### config.mk
export PLATFORM = sky130hd
export DESIGN_NAME = uart_cmd_parser_flat
export DESIGN_NICKNAME = d
export VERILOG_FILES = /design/src/rtl/uart_cmd_pkg.sv /design/src/rtl/uart_cmd_parser_if.sv /design/src/rtl/uart_cmd_classify.sv /design/src/rtl/uart_cmd_parser.sv /design/src/flat_wrapper.sv
export SDC_FILE = /design/constraint.sdc
export NUM_CORES = 1
export LEC_CHECK = 0
export CAP_MARGIN = 40
export CORE_MARGIN = 5
export CORE_UTILIZATION = 50
export CTS_CLUSTER_DIAMETER = 50
export CTS_CLUSTER_SIZE = 40
export DETAILED_ROUTE_END_ITERATION = 10
export PLACE_DENSITY_LB_ADDON = 0.12
export SLEW_MARGIN = 0
export SYNTH_ARGS = -nofsm -noshare
export SYNTH_HDL_FRONTEND = slang
export SYNTH_SLANG_ARGS = --single-unit
### constraint.sdc
create_clock -name i_clk -period 3.15 [get_ports i_clk]
set_input_delay 0.4725 -clock i_clk [delete_from_list [all_inputs] [get_ports i_clk]]
set_output_delay 0.4725 -clock i_clk [all_outputs]
set_load 0.02 [all_outputs]
### src/rtl/uart_cmd_pkg.sv
// Shared types and ASCII constants for the UART command parser and related logic.
package uart_cmd_pkg;

    typedef enum logic [2:0] {
        CMD_READ    = 3'd0,
        CMD_WRITE   = 3'd1,
        CMD_ADDR    = 3'd2,
        CMD_SPECIAL = 3'd3,
        CMD_TEST    = 3'd4
    } cmd_e;

    typedef enum logic [2:0] {
        ERR_NONE     = 3'd0,
        ERR_BADCHAR  = 3'd1,
        ERR_OVERFLOW = 3'd2,
        ERR_OVERRUN  = 3'd3,
        ERR_ORPHAN   = 3'd4,
        ERR_TIMEOUT  = 3'd5
    } err_e;

    typedef enum logic [2:0] {
        BC_DIGIT,
        BC_CMD,
        BC_TERM,
        BC_SPACE,
        BC_BAD
    } byte_class_e;

    localparam logic [7:0] CHR_0     = 8'h30;
    localparam logic [7:0] CHR_9     = 8'h39;
    localparam logic [7:0] CHR_LOW_A = 8'h61;
    localparam logic [7:0] CHR_LOW_F = 8'h66;
    localparam logic [7:0] CHR_R     = 8'h52;
    localparam logic [7:0] CHR_W     = 8'h57;
    localparam logic [7:0] CHR_A     = 8'h41;
    localparam logic [7:0] CHR_S     = 8'h53;
    localparam logic [7:0] CHR_T     = 8'h54;
    localparam logic [7:0] CHR_E     = 8'h45;
    localparam logic [7:0] CHR_CR    = 8'h0D;
    localparam logic [7:0] CHR_LF    = 8'h0A;
    localparam logic [7:0] CHR_SP    = 8'h20;

endpackage

### src/rtl/uart_cmd_parser_if.sv
// Byte input, command output handshake and error reporting of the parser.
interface uart_cmd_parser_if #(
    parameter int DATA_W = 32
);
    import uart_cmd_pkg::*;

    localparam int NDW = $clog2(DATA_W / 4 + 1);

    logic [7:0]        i_rx_data;
    logic              i_rx_stb;
    logic              o_cmd_valid;
    logic              i_cmd_ready;
    cmd_e              o_cmd;
    logic [DATA_W-1:0] o_cmd_word;
    logic [NDW-1:0]    o_cmd_ndigits;
    logic              o_err_stb;
    err_e              o_err_code;
    logic              o_busy;

    // Parser side.
    modport slave (
        input  i_rx_data, i_rx_stb, i_cmd_ready,
        output o_cmd_valid, o_cmd, o_cmd_word, o_cmd_ndigits,
        output o_err_stb, o_err_code, o_busy
    );

    // Byte source / command consumer side.
    modport master (
        output i_rx_data, i_rx_stb, i_cmd_ready,
        input  o_cmd_valid, o_cmd, o_cmd_word, o_cmd_ndigits,
        input  o_err_stb, o_err_code, o_busy
    );

endinterface

### src/rtl/uart_cmd_classify.sv
// Combinational ASCII byte decoder: byte class, hex nibble and command code.
module uart_cmd_classify
    import uart_cmd_pkg::*;
(
    input  logic [7:0]  byte_i,
    output byte_class_e cls_o,
    output logic [3:0]  nibble_o,
    output cmd_e        cmd_o
);

    // Full 8-bit compare, so any byte with bit 7 set falls through to BAD.
    always_comb begin
        cls_o    = BC_BAD;
        nibble_o = 4'd0;
        cmd_o    = CMD_READ;
        if (byte_i >= CHR_0 && byte_i <= CHR_9) begin
            cls_o    = BC_DIGIT;
            nibble_o = byte_i[3:0];
        end else if (byte_i >= CHR_LOW_A && byte_i <= CHR_LOW_F) begin
            cls_o    = BC_DIGIT;
            nibble_o = byte_i[3:0] + 4'd9;
        end else begin
            case (byte_i)
                CHR_R:  begin cls_o = BC_CMD; cmd_o = CMD_READ;    end
                CHR_W:  begin cls_o = BC_CMD; cmd_o = CMD_WRITE;   end
                CHR_A:  begin cls_o = BC_CMD; cmd_o = CMD_ADDR;    end
                CHR_S:  begin cls_o = BC_CMD; cmd_o = CMD_SPECIAL; end
                CHR_T:  begin cls_o = BC_CMD; cmd_o = CMD_TEST;    end
                CHR_E, CHR_CR, CHR_LF: cls_o = BC_TERM;
                CHR_SP: cls_o = BC_SPACE;
                default: cls_o = BC_BAD;
            endcase
        end
    end

endmodule

### src/rtl/uart_cmd_parser.sv
// ASCII command parser: command letter + up to DATA_W/4 hex digits + terminator,
// with one-deep output buffering, inter-byte timeout and error pulses.
module uart_cmd_parser
    import uart_cmd_pkg::*;
#(
    parameter int DATA_W      = 32,
    parameter int TIMEOUT_CYC = 0
) (
    input  logic             i_clk,
    input  logic             i_reset,
    uart_cmd_parser_if.slave bus
);

    localparam int MAX_DIGITS = DATA_W / 4;
    localparam int NDW        = $clog2(MAX_DIGITS + 1);
    localparam int TW         = (TIMEOUT_CYC > 0) ? $clog2(TIMEOUT_CYC + 1) : 1;
    localparam bit TMO_EN     = (TIMEOUT_CYC > 0);
    // Expiry is taken when the counter would step onto TIMEOUT_CYC.
    localparam logic [TW-1:0]  TMO_LAST = TW'(TIMEOUT_CYC - 1);
    localparam logic [NDW-1:0] CNT_MAX  = NDW'(MAX_DIGITS);

    typedef enum logic [1:0] {S_IDLE, S_ACCUM, S_DISCARD} state_e;

    state_e            state_q, state_d;
    cmd_e              code_q, code_d;
    logic [DATA_W-1:0] acc_q, acc_d;
    logic [NDW-1:0]    cnt_q, cnt_d;
    logic [TW-1:0]     tmo_q, tmo_d;
    logic              valid_q, valid_d;
    cmd_e              ocmd_q, ocmd_d;
    logic [DATA_W-1:0] oword_q, oword_d;
    logic [NDW-1:0]    ond_q, ond_d;
    logic              err_stb_q, err_stb_d;
    err_e              err_code_q, err_code_d;

    byte_class_e byte_cls;
    logic [3:0]  nibble;
    cmd_e        byte_cmd;

    logic complete, start, err_set, tmo_expire;
    err_e err_new;

    uart_cmd_classify u_classify (
        .byte_i   (bus.i_rx_data),
        .cls_o    (byte_cls),
        .nibble_o (nibble),
        .cmd_o    (byte_cmd)
    );

    assign tmo_expire = TMO_EN && (state_q != S_IDLE) && !bus.i_rx_stb && (tmo_q == TMO_LAST);

    // Next-state logic: byte handling, command completion and error selection.
    always_comb begin
        state_d    = state_q;
        code_d     = code_q;
        acc_d      = acc_q;
        cnt_d      = cnt_q;
        tmo_d      = tmo_q;
        valid_d    = valid_q;
        ocmd_d     = ocmd_q;
        oword_d    = oword_q;
        ond_d      = ond_q;
        err_stb_d  = 1'b0;
        err_code_d = err_code_q;
        complete   = 1'b0;
        start      = 1'b0;
        err_set    = 1'b0;
        err_new    = ERR_NONE;

        if (valid_q && bus.i_cmd_ready) valid_d = 1'b0;

        if (state_q == S_IDLE || bus.i_rx_stb) tmo_d = '0;
        else if (tmo_q != TMO_LAST)            tmo_d = tmo_q + TW'(1);

        if (bus.i_rx_stb) begin
            case (state_q)
                S_IDLE: begin
                    case (byte_cls)
                        BC_CMD:   start = 1'b1;
                        BC_DIGIT: begin err_set = 1'b1; err_new = ERR_ORPHAN;  end
                        BC_BAD:   begin err_set = 1'b1; err_new = ERR_BADCHAR; end
                        default: ;
                    endcase
                end
                S_ACCUM: begin
                    case (byte_cls)
                        BC_DIGIT: begin
                            if (cnt_q == CNT_MAX) begin
                                err_set = 1'b1;
                                err_new = ERR_OVERFLOW;
                                state_d = S_DISCARD;
                            end else begin
                                acc_d = (acc_q << 4) | DATA_W'(nibble);
                                cnt_d = cnt_q + NDW'(1);
                            end
                        end
                        BC_TERM: begin complete = 1'b1; state_d = S_IDLE; end
                        BC_CMD:  begin complete = 1'b1; start = 1'b1; end
                        BC_BAD:  begin err_set = 1'b1; err_new = ERR_BADCHAR; state_d = S_IDLE; end
                        default: ;
                    endcase
                end
                S_DISCARD: begin
                    case (byte_cls)
                        BC_TERM: state_d = S_IDLE;
                        BC_CMD:  start = 1'b1;
                        default: ;
                    endcase
                end
                default: state_d = S_IDLE;
            endcase
        end else if (tmo_expire) begin
            err_set = 1'b1;
            err_new = ERR_TIMEOUT;
            state_d = S_IDLE;
        end

        // Completion reads the old command fields, so a new command may start in the same cycle.
        if (complete) begin
            if (!valid_q || bus.i_cmd_ready) begin
                valid_d = 1'b1;
                ocmd_d  = code_q;
                oword_d = acc_q;
                ond_d   = cnt_q;
            end else begin
                err_set = 1'b1;
                err_new = ERR_OVERRUN;
            end
        end

        if (start) begin
            code_d  = byte_cmd;
            acc_d   = '0;
            cnt_d   = '0;
            state_d = S_ACCUM;
        end

        if (err_set) begin
            err_stb_d  = 1'b1;
            err_code_d = err_new;
        end
    end

    // State, accumulator, timeout counter and output registers.
    always_ff @(posedge i_clk) begin
        if (i_reset) begin
            state_q    <= S_IDLE;
            code_q     <= CMD_READ;
            acc_q      <= '0;
            cnt_q      <= '0;
            tmo_q      <= '0;
            valid_q    <= 1'b0;
            ocmd_q     <= CMD_READ;
            oword_q    <= '0;
            ond_q      <= '0;
            err_stb_q  <= 1'b0;
            err_code_q <= ERR_NONE;
        end else begin
            state_q    <= state_d;
            code_q     <= code_d;
            acc_q      <= acc_d;
            cnt_q      <= cnt_d;
            tmo_q      <= tmo_d;
            valid_q    <= valid_d;
            ocmd_q     <= ocmd_d;
            oword_q    <= oword_d;
            ond_q      <= ond_d;
            err_stb_q  <= err_stb_d;
            err_code_q <= err_code_d;
        end
    end

    assign bus.o_cmd_valid   = valid_q;
    assign bus.o_cmd         = ocmd_q;
    assign bus.o_cmd_word    = oword_q;
    assign bus.o_cmd_ndigits = ond_q;
    assign bus.o_err_stb     = err_stb_q;
    assign bus.o_err_code    = err_code_q;
    assign bus.o_busy        = (state_q != S_IDLE);

endmodule

### src/flat_wrapper.sv
// flat-port wrapper written by rule: the top's interface ports become plain ports
module uart_cmd_parser_flat import uart_cmd_pkg::*;
#(
    parameter int DATA_W      = 32,
    parameter int TIMEOUT_CYC = 0
)
  (i_clk, i_reset, bus_i_rx_data, bus_i_rx_stb, bus_i_cmd_ready, bus_o_cmd_valid, bus_o_cmd, bus_o_cmd_word, bus_o_cmd_ndigits, bus_o_err_stb, bus_o_err_code, bus_o_busy);
  uart_cmd_parser_if #(.DATA_W(DATA_W)) bus_i ();
  input  logic i_clk;
  input  logic i_reset;
  input wire logic [$bits(bus_i.i_rx_data)-1:0] bus_i_rx_data;
  input wire logic [$bits(bus_i.i_rx_stb)-1:0] bus_i_rx_stb;
  input wire logic [$bits(bus_i.i_cmd_ready)-1:0] bus_i_cmd_ready;
  output wire logic [$bits(bus_i.o_cmd_valid)-1:0] bus_o_cmd_valid;
  output wire logic [$bits(bus_i.o_cmd)-1:0] bus_o_cmd;
  output wire logic [$bits(bus_i.o_cmd_word)-1:0] bus_o_cmd_word;
  output wire logic [$bits(bus_i.o_cmd_ndigits)-1:0] bus_o_cmd_ndigits;
  output wire logic [$bits(bus_i.o_err_stb)-1:0] bus_o_err_stb;
  output wire logic [$bits(bus_i.o_err_code)-1:0] bus_o_err_code;
  output wire logic [$bits(bus_i.o_busy)-1:0] bus_o_busy;
  assign bus_i.i_rx_data = bus_i_rx_data;
  assign bus_i.i_rx_stb = bus_i_rx_stb;
  assign bus_i.i_cmd_ready = bus_i_cmd_ready;
  assign bus_o_cmd_valid = bus_i.o_cmd_valid;
  assign bus_o_cmd = bus_i.o_cmd;
  assign bus_o_cmd_word = bus_i.o_cmd_word;
  assign bus_o_cmd_ndigits = bus_i.o_cmd_ndigits;
  assign bus_o_err_stb = bus_i.o_err_stb;
  assign bus_o_err_code = bus_i.o_err_code;
  assign bus_o_busy = bus_i.o_busy;
  uart_cmd_parser #(.DATA_W(DATA_W), .TIMEOUT_CYC(TIMEOUT_CYC)) u_core (.i_clk(i_clk), .i_reset(i_reset), .bus(bus_i));
endmodule
== Yosys cells after proc, flatten, opt, wreduce, memory -nomap -nowiden ==
Cells that the tools add are included.

* $add $sub $neg: 2
* Order comparisons: 4
* Equality and inequality tests: 22
* Mux-type cells: 38
* Bitwise gates (word level): 3
* Reductions and logical operators: 20

{| class="wikitable"
|+ Operators with widths
! kind !! count
|-
| equality test 8 x 7 -> 1 bit (second input constant) || 6
|-
| OR 32 x 4 -> 32 bit || 1
|-
| 2-to-1 mux 3 bit || 7
|-
| case mux 3 bit (2 select lines) || 3
|-
| 2-to-1 mux 1 bit || 17
|-
| equality test 8 x 4 -> 1 bit (second input constant) || 2
|-
| case mux 3 bit (4 select lines) || 1
|-
| AND reduction 5 bit || 2
|-
| inequality test 3 x 2 -> 1 bit (second input constant) || 3
|-
| case mux 3 bit (3 select lines) || 1
|-
| equality test 8 x 6 -> 1 bit (second input constant) || 1
|-
| greater-or-equal comparator 8 x 6 -> 1 bit (second input constant) || 1
|-
| greater-or-equal comparator 8 x 7 -> 1 bit (second input constant) || 1
|-
| less-or-equal comparator 8 x 6 -> 1 bit (second input constant) || 1
|-
| less-or-equal comparator 8 x 7 -> 1 bit (second input constant) || 1
|-
| 2-to-1 mux 4 bit || 2
|-
| inequality test 4 x 2 -> 1 bit (second input constant) || 2
|-
| OR reduction 2 bit || 4
|-
| 2-to-1 mux 2 bit || 3
|-
| case mux 2 bit (3 select lines) || 1
|-
| OR reduction 3 bit || 2
|-
| OR reduction 5 bit || 1
|-
| adder 4 x 1 -> 4 bit (second input constant) || 1
|-
| adder 4 bit (second input constant) || 1
|-
| other kinds (19) || 24
|}

* Register bits after elaboration: 85
* Input bits: 12
* Word-level logic and storage cells: 100

== Longest topological paths before layout ==
* Depth after elaboration: 13
* Mapped depth: 9
* Depth with buffers taken out: 7

== Hierarchy ==
Synthesis repeated with hierarchy kept, for this count alone.

* Cell total of the unflattened synthesis: 438
* Area, all modules: 3553.4 um^2

{| class="wikitable"
|+ Modules (own cells, without submodules)
! module !! instances !! cells an instance !! area an instance (um^2)
|-
| uart_cmd_parser || 1 || 392 || 3191.8
|-
| uart_cmd_classify || 1 || 46 || 361.6
|}

== Least setup slack after synthesis ==
No wires, ideal clock.

* Path kind: input to register
* Start: input port bus_i_rx_data[1]
* End: register u_core.err_code_q[0] (netlist: u_core.bus.o_err_code[0])
* Arrival time: 2.097 ns
* Required time: 3.071 ns
* Path slack: 0.974 ns
* Stages: 7
* Path buffers: 0
* Path through: inv_1 -> ha_1 -> or4b_1 -> nand4_2 -> nand2_1 -> or4_1 -> o211ai_1

* Word-level cells in the longest chain between the ends: 12
* Elaborated cells on any way between the ends: 41

{| class="wikitable"
|+ RTL lines
! item !! line !! text
|-
| start: declaration || flat_wrapper.sv:11 || <nowiki>input wire logic [$bits(bus_i.i_rx_data)-1:0] bus_i_rx_data;</nowiki>
|-
| equality test 8 x 7 -> 1 bit / equality test 8 x 4 -> 1 bit (equally long branches) || uart_cmd_classify.sv:23 || <nowiki>case (byte_i)</nowiki>
|-
| OR reduction 5 bit (no source line) / OR reduction 3 bit (equally long branches) || - ||
|-
| case mux 3 bit (3 select lines) || uart_cmd_classify.sv:23 ||
|-
| 2-to-1 mux 3 bit || uart_cmd_classify.sv:19 || <nowiki>end else if (byte_i >= CHR_LOW_A && byte_i <= CHR_LOW_F) begin</nowiki>
|-
| 2-to-1 mux 3 bit * || uart_cmd_classify.sv:16 || <nowiki>if (byte_i >= CHR_0 && byte_i <= CHR_9) begin</nowiki>
|-
| equality test 3 bit / zero test 3 bit (equally long branches) || uart_cmd_parser.sv:78, uart_cmd_parser.sv:86 ||
|-
| OR reduction 2 bit (no source line) || - ||
|-
| 2-to-1 mux 1 bit || uart_cmd_parser.sv:78 || <nowiki>case (byte_cls)</nowiki>
|-
| case mux 1 bit (2 select lines) || uart_cmd_parser.sv:76 || <nowiki>case (state_q)</nowiki>
|-
| 2-to-1 mux 1 bit || uart_cmd_parser.sv:75 || <nowiki>if (bus.i_rx_stb) begin</nowiki>
|-
| 2-to-1 mux 1 bit || uart_cmd_parser.sv:120 || <nowiki>if (!valid_q || bus.i_cmd_ready) begin</nowiki>
|-
| 2-to-1 mux 1 bit || uart_cmd_parser.sv:119 || <nowiki>if (complete) begin</nowiki>
|-
| end signal: assignment || uart_cmd_parser.sv:169 || <nowiki>err_code_q <= err_code_d;</nowiki>
|-
| end: declaration || uart_cmd_parser.sv:34 || <nowiki>err_e err_code_q, err_code_d;</nowiki>
|}

Every way passes the cells marked *; elsewhere a longest branch is shown, timed or not.
A chain may end at the register's enable or synchronous reset.

== Worst setup path in the final report ==
* Start: input port bus_i_rx_data[0]
* End: register u_core.cnt_q[3]

* Word-level cells in the longest chain between the ends: 10
* Elaborated cells on any way between the ends: 27

{| class="wikitable"
|+ RTL lines
! item !! line !! text
|-
| equality test 8 x 7 -> 1 bit / equality test 8 x 4 -> 1 bit (equally long branches) || uart_cmd_classify.sv:23 ||
|-
| OR reduction 5 bit (no source line) / OR reduction 3 bit (equally long branches) || - ||
|-
| case mux 3 bit (3 select lines) || uart_cmd_classify.sv:23 ||
|-
| 2-to-1 mux 3 bit || uart_cmd_classify.sv:19 ||
|-
| 2-to-1 mux 3 bit * || uart_cmd_classify.sv:16 ||
|-
| equality test 3 x 1 -> 1 bit || uart_cmd_parser.sv:78, uart_cmd_parser.sv:86, uart_cmd_parser.sv:104 ||
|-
| 2-to-1 mux 1 bit || uart_cmd_parser.sv:78, uart_cmd_parser.sv:86, uart_cmd_parser.sv:104 ||
|-
| 2-to-1 mux 1 bit || - ||
|-
| 2-to-1 mux 1 bit || uart_cmd_parser.sv:75 ||
|-
| OR reduction 2 bit (no source line) || - ||
|-
| end signal: assignment || uart_cmd_parser.sv:162 || <nowiki>cnt_q <= cnt_d;</nowiki>
|-
| end: declaration || uart_cmd_parser.sv:27 || <nowiki>logic [NDW-1:0] cnt_q, cnt_d;</nowiki>
|}

Marks and branches as above.

==> flow_summary.toml <==
[status]
status = "complete, no violations"

[hold_path]
whs_path_depth = 2
worst_hold_path_type = "reg -> reg"

[clock_tree]
cts-root-buf = "clkbuf_8"
cts_max_level = 3
postCtsSetupBuffers = 0
cts_tree = "yes"
clkSlewWorstSetupHoldPaths_ns = 0.08
clkLatencyLatePin_ns = 0.35
cts-resized-gates = 0
cts.sinks = 85
ctsHoldBuffers = 0
cts_buffers = 9
clockBufferDepth = 2

[worst_setup_path]
critical_path_required_ns = 3.43
critPathArrivalTime_ns = 2.89
cp-end-kind = "flip-flop"
cp-start-kind = "input port"
critPathMaxFanout = 33
reg2regPathDepth = 8
criticalPathCategory = "in -> reg"

[floorplanning]
die_x_um = 96.62
num_io_pins = 57
core_area_sq_um = 7292
num_rows = 31
die_area_sq_um = 9334
die_h_um = 96.62
start_util_pct = 51.44

[finish]
num_antenna_cells = 0
layout_common_cells = "85 x dfxtp_1, 69 x nand2_1, 56 x clkdlybuf4s50_1"
final_common_cell = "dfxtp_1"
fin_nets = 507
area_growth_pct = 22.72
drive_above_1_share_pct = 14.37

[synth]
async_reset_ff_share_pct = 0
synth-main-ff-cell = "dfxtp_1"
synth_edf_count = 0
ys_ff_latch = 85
syn-num-nets = 462
synth_seq_area_share_pct = 45.36
yosysWarnings = 0
syn_area_sq_um = 3751
synth.avg_cell_area_sq_um = 8.448
synthCells = 444
synth_cell_type_count = 55

[power]
seqPwrFrac_pct = 52.7
p_per_area_nw_per_um2 = 444.0
internal_power_mw = 1.572
comb_power_share_pct = 5.3
p_clk_share_pct = 42.0
sw_frac_of_total_pct = 23.10
p_sw_mw = 0.4722
p_leak_nw = 1.437
vdd_drop_max_uv = 261.6
power_mw = 2.044

[route]
wl_mm = 8.664
highest_layer = "met4"
wl_met1_mm = 4.161
route.met2.wl_mm = 4.064
dr_total_vias = 3264
drtIter0Drc = 252
dr.pass1.iters = 4
viasPerCell = 5.504
drtAntennaViolNets = 0
drc = 0
wl_met3_um = 355
wl_per_cell_um = 14.61

[sta]
drv_slew = 0
slew-limit-headroom_pct = 62.67
setup_violations = 0
rsz0062_at_grt = "false"
hold_viol_final = 0
period_share_pct = 82.85
finalCriticalPeriod_ns = 2.610
setup_tns_ns = 0
skew_ns = 0.009602
worst_pin_slew_ns = 0.5599
fmax_mhz = 383.2

[global_routing]
grt_usage_pct = 18.76
grt_pass1_wl_mm = 15.12
grt_max_degree = 40
grt_pass1_vias = 3136
grt_antenna_before_repair = 0
grt-ovfl-total = 0

[job]
drv_cap = 0

[place]
gp_congestion = 0.8350
dp_hpwl_mm = 5.697
portBuffers = 56
-- per-stage QoR --
stage          cells  util [%]  hold WS (ns)  setup WS, ns  cell area [sq um]
3_3_place_gp     577     60.07        0.4563        0.2624               4380
3_5_place_dp     577     60.07        0.4651        0.2026               4380
2_1_floorplan    444         -        0.4431        0.9744               3751
4_1_cts          593     63.13        0.4781        0.5793               4603
5_1_grt          593     63.13        0.4885        0.4423               4603
6_report         593     63.13        0.4750        0.5403               4603
-- flip-flops by register name, summed over array words and instances (netlist names), 2 cells and up --
signal                    cells
u_core.acc_q                 32
u_core.bus.o_cmd_word        32
u_core.bus.o_cmd_ndigits      4
u_core.cnt_q                  4
u_core.bus.o_cmd              3
u_core.bus.o_err_code         3
u_core.code_q                 3
u_core.state_q                2
-- synthesized netlist by cell type (all sizes together) (2+ instances only) --
cell type | count | area (sq um)
nor2 | 11 | 43.80
nand2b | 5 | 31.28
nor4b | 2 | 30.03
nand4 | 2 | 18.77
nor2b | 2 | 12.51
ha | 6 | 75.07
nand3 | 45 | 225.2
clkbuf | 17 | 63.81
o211ai | 3 | 22.52
nand2 | 69 | 259.0
mux2i | 2 | 20.02
xnor2 | 2 | 17.52
and2 | 2 | 12.51
inv | 11 | 41.29
or3b | 2 | 17.52
a21oi | 80 | 524.3
nor3 | 4 | 25.02
dfxtp | 85 | 1702
or3 | 4 | 25.02
buf | 17 | 106.4
a211oi | 3 | 32.53
o22ai | 2 | 26.28
xor2 | 2 | 17.52
o21ai | 47 | 239.0
-- power groups by stage --
stage | logic (mW) | registers (mW) | clock network (mW)
after global placement | 0.106 | 1.10 | 0
after floorplan | 0.0660 | 1.10 | 0
after CTS | 0.108 | 1.08 | 0.881
after detailed placement | 0.107 | 1.10 | 0
final | 0.108 | 1.08 | 0.859
after global routing | 0.117 | 1.08 | 0.923
-- cells by family (layout without fill, tap and decap cells) --
group,count (synthesis),after routing,share of synthesized area [%]
compound gates,144,144,24.48
buf+inv,45,95,5.637
simple gates,158,158,21.05
mux,2,2,0.5337
flops,85,85,45.36
xor+xnor,4,4,0.9341
fa+ha+maj,6,6,2.001
-- area by class of cell --
type | count | area [sq um]
Fill cell | 672 | 2689
Clock buffer | 10 | 127.6
Inverter | 11 | 41.29
Clock inverter | 6 | 95.09
Sequential cell | 85 | 1702
Timing Repair Buffer | 68 | 675.6
Multi-Input combinational cell | 314 | 1838
Tap cell | 99 | 123.9
-- worst paths after layout --
kind	start	to	slack (ns)
max	bus_i_rx_data[0]	u_core.cnt_q[3]	0.54
min	u_core.acc_q[31]	u_core.bus.o_cmd_word[31]	0.47
max reg2reg	u_core.cnt_q[0]	u_core.cnt_q[3]	1.14
min reg2reg	u_core.acc_q[31]	u_core.bus.o_cmd_word[31]	0.47
-- critical path, cell delays in order --
cell and delay, ns:
clkdlybuf4s50_1 0.58, inv_1 0.10, ha_1 0.21, or3b_1 0.42
a21oi_4 0.24, nor3_2 0.12, or2_2 0.37, buf_12 0.21
a21oi_1 0.14
-- layer usage --
metal	GRT usage (%)	vias up
met2	29.09	70
met4	6.156	0
met3	4.460	10
li1	-	1637
met5	0	-
met1	25.66	1547
Note: power is estimated with default switching activity, not from simulation.
